## src/rtl/sdram_port_arbiter_pkg.sv

```systemverilog
// Shared types and default sizing for the SDRAM read/write port arbiter.
package sdram_port_arbiter_pkg;

    typedef enum logic [1:0] {
        IDLE  = 2'd0,
        READ  = 2'd1,
        WRITE = 2'd2
    } state_t;

    localparam int ADDR_W_DEF       = 20;
    localparam int DATA_W_DEF       = 16;
    localparam int STARVE_LIMIT_DEF = 4;
    localparam int TIMEOUT_DEF      = 255;

endpackage

```

## src/rtl/sdram_port_arbiter.sv

```systemverilog
// Arbitrates the display reader and camera writer onto one SDRAM controller.
// Reads win by default; a write that keeps losing is eventually forced through.
module sdram_port_arbiter
    import sdram_port_arbiter_pkg::*;
#(
    parameter int ADDR_W       = ADDR_W_DEF,
    parameter int DATA_W       = DATA_W_DEF,
    parameter int STARVE_LIMIT = STARVE_LIMIT_DEF,
    parameter int TIMEOUT      = TIMEOUT_DEF
) (
    input  logic              clk,
    input  logic              rst_n,
    input  logic              rd_req,
    input  logic [ADDR_W-1:0] rd_addr,
    output logic              rd_ack,
    output logic [DATA_W-1:0] rd_data,
    output logic              rd_valid,
    input  logic              wr_req,
    input  logic [ADDR_W-1:0] wr_addr,
    input  logic [DATA_W-1:0] wr_data,
    output logic              wr_ack,
    output logic [ADDR_W-1:0] ctrl_addr,
    output logic [DATA_W-1:0] ctrl_wdata,
    output logic              ctrl_start_read,
    output logic              ctrl_start_write,
    input  logic              ctrl_busy,
    input  logic [DATA_W-1:0] ctrl_read_pixel,
    input  logic              ctrl_read_valid,
    input  logic              ctrl_write_done,
    output logic              timeout_err
);

    localparam int SC_W = $clog2(STARVE_LIMIT + 1);
    localparam int TO_W = $clog2(TIMEOUT + 1);

    state_t          state;
    logic [SC_W-1:0] starve_cnt;
    logic [TO_W-1:0] tcnt;
    logic            rd_win;
    logic            wr_win;

    always_comb begin
        rd_win = rd_req && (starve_cnt < SC_W'(STARVE_LIMIT));
        wr_win = !rd_win && wr_req;
    end

    always_ff @(posedge clk or negedge rst_n) begin
        if (!rst_n) begin
            state            <= IDLE;
            starve_cnt       <= '0;
            tcnt             <= '0;
            rd_ack           <= 1'b0;
            wr_ack           <= 1'b0;
            rd_valid         <= 1'b0;
            ctrl_start_read  <= 1'b0;
            ctrl_start_write <= 1'b0;
            ctrl_addr        <= '0;
            ctrl_wdata       <= '0;
            rd_data          <= '0;
            timeout_err      <= 1'b0;
        end else begin
            rd_ack           <= 1'b0;
            wr_ack           <= 1'b0;
            rd_valid         <= 1'b0;
            ctrl_start_read  <= 1'b0;
            ctrl_start_write <= 1'b0;
            case (state)
                IDLE: begin
                    if (!ctrl_busy) begin
                        if (rd_win) begin
                            ctrl_addr       <= rd_addr;
                            rd_ack          <= 1'b1;
                            ctrl_start_read <= 1'b1;
                            tcnt            <= '0;
                            state           <= READ;
                            // rd_win guarantees starve_cnt < STARVE_LIMIT, so this saturates
                            if (wr_req)
                                starve_cnt <= starve_cnt + SC_W'(1);
                        end else if (wr_win) begin
                            ctrl_addr        <= wr_addr;
                            ctrl_wdata       <= wr_data;
                            wr_ack           <= 1'b1;
                            ctrl_start_write <= 1'b1;
                            tcnt             <= '0;
                            starve_cnt       <= '0;
                            state            <= WRITE;
                        end
                    end
                end
                READ: begin
                    if (ctrl_read_valid) begin
                        rd_data  <= ctrl_read_pixel;
                        rd_valid <= 1'b1;
                        state    <= IDLE;
                    end else if (tcnt == TO_W'(TIMEOUT - 1)) begin
                        timeout_err <= 1'b1;
                        state       <= IDLE;
                    end else begin
                        tcnt <= tcnt + TO_W'(1);
                    end
                end
                WRITE: begin
                    if (ctrl_write_done) begin
                        state <= IDLE;
                    end else if (tcnt == TO_W'(TIMEOUT - 1)) begin
                        timeout_err <= 1'b1;
                        state       <= IDLE;
                    end else begin
                        tcnt <= tcnt + TO_W'(1);
                    end
                end
                default: state <= IDLE;
            endcase
        end
    end

endmodule
```

## config.mk

```make
export PLATFORM = sky130hd
export DESIGN_NAME = sdram_port_arbiter
export DESIGN_NICKNAME = d
export VERILOG_FILES = /design/src/rtl/sdram_port_arbiter_pkg.sv /design/src/rtl/sdram_port_arbiter.sv
export SDC_FILE = /design/constraint.sdc
export NUM_CORES = 1
export LEC_CHECK = 0
export ABC_AREA = 1
export BUFFER_PORTS_ARGS = -buffer_cell sky130_fd_sc_hd__buf_4
export CORE_ASPECT_RATIO = 0.9
export CORE_MARGIN = 2
export CORE_UTILIZATION = 25
export DETAILED_ROUTE_END_ITERATION = 10
export MAX_ROUTING_LAYER = met4
export PLACE_DENSITY = 0.54
export SYNTH_ARGS = -nofsm -noshare
export SYNTH_HDL_FRONTEND = slang
export SYNTH_SLANG_ARGS = --single-unit
```

## constraint.sdc

```tcl
create_clock -name clk -period 4.1 [get_ports clk]
set_input_delay 0.41 -clock clk [delete_from_list [all_inputs] [get_ports clk]]
set_output_delay 0.41 -clock clk [all_outputs]
set_load 0.005 [all_outputs]
```

* Yosys cells after proc, flatten, opt, wreduce, memory -nomap -nowiden
Cells that the tools add are included.
Operators by class: $add $sub $neg 2, $mul 0, div/mod/pow operators 0, order comparisons 1, equal/unequal tests 8, shift-type cells 0, muxes and demuxes 32, bitwise operators 2, reductions and logical operators 14
Operator list (number):
- two-way mux 8 bit | 6
- two-way mux 20 bit | 2
- case mux 8 bit (3 select lines) | 1
- two-way mux 1 bit | 12
- two-way mux 2 bit | 6
- two-way mux 3 bit | 3
- adder 8 x 1 -> 8 bit, second input constant | 1
- == test 8 bit, second input constant | 1
- != test 2 bit, second input constant | 4
- AND reduction 4 bit | 2
- case mux 2 bit (3 select lines) | 1
- AND reduction 3 bit | 2
- AND reduction 5 bit | 1
- AND reduction 2 bit | 2
- nonzero test 2 bit | 2
- adder 3 x 1 -> 3 bit, second input constant | 1
- < comparator 3 bit, second input constant | 1
- != test 3 bit, second input constant | 1
- nonzero test 3 bit | 1
- == test 2 x 1 -> 1 bit, second input constant | 1
- == test 2 bit, second input constant | 1
- logical AND 1 bit | 2
- logical NOT 2 bit | 1
- NOT 1 bit | 2
- other kinds (2) | 2
Storage, ports and cells: flip-flop bits (word level) 69, bits in latches 0, RAM bits 0, ROM bits 0, bits of input ports 79, logic and storage cells 69, memories 0

* Depth between registers and ports, before layout
depth after elaboration 8, gate-level depth with buffers 9, mapped depth without buffers 9

* Worst setup path before layout
No wires, ideal clock.
kind reg-to-reg, start point register state[0], end point register ctrl_addr[0], library setup time 117 ps, arrival 1459 ps, data required time 3983 ps, path slack 2524 ps, cell stages (with the launch flop) 8, path buffers 1, clock period less this slack 1576 ps, cells stage by stage dfrtp_1 -> inv_1 -> ha_1 -> inv_2 -> nor3_4 -> or2_4 -> buf_6 -> o21ai_2
Between the ends: cells in the longest elaborated chain, start to end 2
RTL lines:
- start, declared | line sdram_port_arbiter.sv:36 | state_t state;
- start signal, assigned | line sdram_port_arbiter.sv:49 | state <= IDLE;
- start signal, assigned | line sdram_port_arbiter.sv:75 | state <= READ;
- start signal, assigned | line sdram_port_arbiter.sv:86 | state <= WRITE;
- logical NOT 2 bit | line sdram_port_arbiter.sv:67 | case (state)
- AND reduction 3 bit (no line)
- end signal, assigned | line sdram_port_arbiter.sv:71 | ctrl_addr <= rd_addr;
- end signal, assigned | line sdram_port_arbiter.sv:80 | ctrl_addr <= wr_addr;
- end, declared | line sdram_port_arbiter.sv:22 | output logic [ADDR_W-1:0] ctrl_addr,
Every way passes these cells. A chain may end at the register's enable or synchronous reset.

* Final worst setup path
start point register state[0], end point register ctrl_addr[7]
The elaborated chain is that of the path after synthesis.

==> run_summary.xml <==
<?xml version="1.0" encoding="UTF-8"?>
<metrics>
  <group name="cells_and_area">
    <metric name="final_nets" unit="">643</metric>
    <metric name="sequential_cell_area" unit="mm2">0.00173</metric>
    <metric name="fill_cells" unit="">1354</metric>
    <metric name="final_design_area_no_fill" unit="mm2">0.00479</metric>
    <metric name="final_layout_size_suffix_gt1_share" unit="%">32.0</metric>
    <metric name="num_antenna_cells" unit="">0</metric>
    <metric name="multi_input_comb_area" unit="mm2">0.00137</metric>
    <metric name="finalCoreUtilization" unit="%">36.3</metric>
    <metric name="synthToLayoutAreaGrowth" unit="%">43.1</metric>
  </group>
  <group name="synthesis">
    <metric name="synth_area" unit="mm2">0.00335</metric>
    <metric name="synthMuxAreaShare" unit="%">0</metric>
    <metric name="syn-instance-count" unit="">424</metric>
    <metric name="synth_seq_area_share" unit="%">51.6</metric>
    <metric name="synthesis.yosys.warnings" unit="">0</metric>
    <metric name="synth_top_family_by_area" unit="">simple AND/OR/NAND/NOR gates</metric>
    <metric name="syn_nets" unit="">510</metric>
    <metric name="synth_fa_ha_area_share" unit="%">2.62</metric>
    <metric name="xor_and_xnor_fraction_of_the_mapped_netlist_area" unit="%">0.262</metric>
    <metric name="synth_compound_gate_area_share" unit="%">6.80</metric>
    <metric name="synth-seq-cells" unit="">69</metric>
    <metric name="synth.avg_cell_area" unit="um2">7.90</metric>
    <metric name="netlist-cell-type-count" unit="">25</metric>
    <metric name="synth_simple_gate_area_share" unit="%">31.4</metric>
  </group>
  <group name="worst_setup_path">
    <metric name="regToRegEndpoint" unit="">ctrl_addr[7]</metric>
    <metric name="worstSetupStartpointType" unit="">register</metric>
    <metric name="worst-endpoint-arrival" unit="ns">2.26</metric>
    <metric name="r2r.worst_path.cells" unit="">7</metric>
    <metric name="crit_start" unit="">state[0]</metric>
    <metric name="worst-endpoint-required" unit="ns">4.35</metric>
    <metric name="max_fo_critical_path" unit="">40</metric>
    <metric name="endpoint_kind" unit="">register</metric>
    <metric name="rr_startpoint" unit="">state[0]</metric>
    <metric name="setup.worst_path.class" unit="">register to register</metric>
    <metric name="worst-r2r-setup-slack" unit="ns">2.09</metric>
  </group>
  <group name="drt">
    <metric name="met3_wirelength" unit="um">767</metric>
    <metric name="drt_drc_violations_left" unit="">0</metric>
    <metric name="wl" unit="um">9010</metric>
    <metric name="detailroute.via_count" unit="">3065</metric>
    <metric name="wl_per_cell" unit="um">12.3</metric>
    <metric name="highest_layer" unit="">met4</metric>
    <metric name="antenna_left" unit="">0</metric>
    <metric name="route.detailed.vias_per_inst" unit="">4.20</metric>
    <metric name="met2WireLength" unit="um">4280</metric>
    <metric name="drt_iter0_markers" unit="">128</metric>
    <metric name="met1_wirelength" unit="um">3910</metric>
    <metric name="drt_first_pass_iters" unit="">4</metric>
  </group>
  <group name="timing">
    <metric name="timing.clock.skew" unit="ns">0.00389</metric>
    <metric name="headroom_to_the_max_slew_limit" unit="%">38.5</metric>
    <metric name="finalCritPeriodShare" unit="%">49.0</metric>
    <metric name="report.final.hold_viol_count" unit="">0</metric>
    <metric name="tightestPinTransition" unit="ns">0.922</metric>
    <metric name="final_max_slew_viol_count" unit="">0</metric>
    <metric name="final-setup-viol-count" unit="">0</metric>
    <metric name="clock.fmax" unit="MHz">498</metric>
    <metric name="setup_total_negative_slack" unit="ns">0</metric>
    <metric name="rsz0062_at_grt" unit="">false</metric>
    <metric name="min_period" unit="ns">2.01</metric>
  </group>
  <group name="die">
    <metric name="top_level_ports" unit="">137</metric>
    <metric name="die_h" unit="um">114</metric>
    <metric name="initial_cell_density_of_the_core" unit="%">25.3</metric>
    <metric name="core.rowCount" unit="">40</metric>
    <metric name="floorplan.die.width" unit="um">126</metric>
    <metric name="core_region_area" unit="mm2">0.0132</metric>
    <metric name="die_area" unit="mm2">0.0143</metric>
  </group>
  <group name="place">
    <metric name="last_weighted_congestion_value_of_the_routability_driven_placer" unit="">0.773</metric>
    <metric name="dpl-instance-area" unit="mm2">0.00448</metric>
    <metric name="place_hpwl" unit="um">6450</metric>
    <metric name="port_buffers" unit="">136</metric>
  </group>
  <group name="global_route">
    <metric name="global_route.overflow_total" unit="">0</metric>
    <metric name="grt_first_pass_wirelength" unit="um">14800</metric>
    <metric name="grt_use_total" unit="%">13.4</metric>
    <metric name="grt_antenna_before_repair" unit="">0</metric>
    <metric name="via_count_of_the_first_global_routing_pass" unit="">3002</metric>
    <metric name="grt_max_degree" unit="">70</metric>
  </group>
  <group name="clocking">
    <metric name="post_cts_hold_buffer_count" unit="">0</metric>
    <metric name="tritoncts" unit="">yes</metric>
    <metric name="cts-root-buf" unit="">sky130_fd_sc_hd__clkbuf_16</metric>
    <metric name="clk_transition_reported_paths" unit="ns">0.06</metric>
    <metric name="postCtsSetupBuffers" unit="">0</metric>
    <metric name="clk_latency" unit="ns">0.33</metric>
    <metric name="clock_tree.buffer_depth" unit="">2</metric>
    <metric name="cts_repair_resize_count" unit="">0</metric>
    <metric name="cts_max_level" unit="">3</metric>
    <metric name="cts.sinks" unit="">69</metric>
    <metric name="inserted_clock_buffers" unit="">9</metric>
  </group>
  <group name="power">
    <metric name="leakage" unit="uW">0.00263</metric>
    <metric name="power.density_cell_area" unit="mW/mm2">651</metric>
    <metric name="ir_drop" unit="mV">0.223</metric>
  </group>
  <group name="hold_path">
    <metric name="hold_path.class" unit="">primary input to async pin</metric>
  </group>
  <group name="outcome">
    <metric name="run_status" unit="">completed</metric>
  </group>
  <group name="run">
    <metric name="max_cap_viol_count" unit="">0</metric>
  </group>
</metrics>
[critical path: stages (launching register included)]
cell and delay [ns]:
sky130_fd_sc_hd__dfrtp_1 0.43, sky130_fd_sc_hd__inv_1 0.10, sky130_fd_sc_hd__ha_1 0.22, sky130_fd_sc_hd__inv_2 0.08, sky130_fd_sc_hd__nor3_4 0.33, sky130_fd_sc_hd__or2_4 0.53, sky130_fd_sc_hd__nand2_1 0.14, sky130_fd_sc_hd__o21ai_2 0.08
[state kept, by name, indices dropped and copies added, names as in the netlist]
name              flops
ctrl_addr            20
ctrl_start_read       1
ctrl_start_write      1
ctrl_wdata           16
rd_data              16
rd_valid              1
starve_cnt            3
state                 2
tcnt                  8
timeout_err           1
[metal layers]
metal,vias up,track usage [%]
li1,1547,-
met1,1415,16.4
met2,97,20.9
met3,6,5.91
met4,0,2.20
met5,-,-
[per-stage QoR]
step / setup slack (ns) / power, uW / std cells / hold WS (ns)
after global routing: 1.83 / 3370 / 730 / 0.266
final: 2.09 / 3120 / 730 / 0.173
after global placement: 2.14 / 2310 / 714 / 0.463
after floorplan: 2.52 / 1750 / 424 / 0.114
after CTS: 2.06 / 3180 / 730 / 0.254
after detailed placement: 2.07 / 2350 / 714 / 0.469
[where the power goes]
part / switching (uW) / total, uW / internal [uW]
Combinational: 607 / 1180 / 576
Clock: 287 / 807 / 520
Sequential: 175 / 1130 / 956
Total: 1070 / 3120 / 2050
[cells by family (layout without fill, tap and decap cells)]
| group | Yosys count | after routing |
|---|---|---|
| adder cells (fa/ha/maj) | 7 | 7 |
| buffers and inverters | 53 | 191 |
| flip-flops | 69 | 69 |
| AND/OR/NAND/NOR | 265 | 265 |
| XOR/XNOR | 1 | 1 |
| AO/OA/AOI/OAI | 29 | 29 |
[cells in the mapped netlist (all sizes together)]
library cell	number	area, um2
nand3	12	65.1
o21a	1	7.51
nor3	3	26.3
clkinv	2	8.75
dfrtp	69	1730
or2	1	8.76
xor2	1	8.76
clkbuf	5	18.8
nor2	17	66.3
ha	7	87.6
inv	37	139
nand2	232	883
o21ai	26	205
o21bai	2	15.0
buf	9	81.3
[worst max-delay path by stage]
stage | end | slack (ns) | depth (start not counted)
2_1_floorplan | ctrl_addr[0] | 2.52 | 7
3_3_place_gp | ctrl_addr[11] | 2.14 | 7
3_5_place_dp | ctrl_addr[11] | 2.07 | 7
4_1_cts | ctrl_addr[15] | 2.06 | 7
5_1_grt | tcnt[4] | 1.83 | 9
6_report | ctrl_addr[7] | 2.09 | 7
[cells in the final DEF, fill, tap and decap left out, drive strengths merged]
cell type  netlist  final
dfrtp           69     69
nand3           12     12
buf              9    136
o21bai           2      2
or2              1      1
clkbuf           5     13
bufinv           0      1
o21ai           26     26
nor3             3      3
nand2          232    232
nor2            17     17
xor2             1      1
inv             37     37
o21a             1      1
ha               7      7
clkinv           2      3
clkinvlp         0      1
[final cells by class]
type / count / area share [%]
tap: 168 / 4.39
inverter: 39 / 3.08
clock inverter: 3 / 0.888
multi-input combinational: 302 / 28.7
clock buffer: 13 / 5.64
timing repair buffer: 136 / 21.3
sequential: 69 / 36.0
Power figures use the tool's default switching activity.
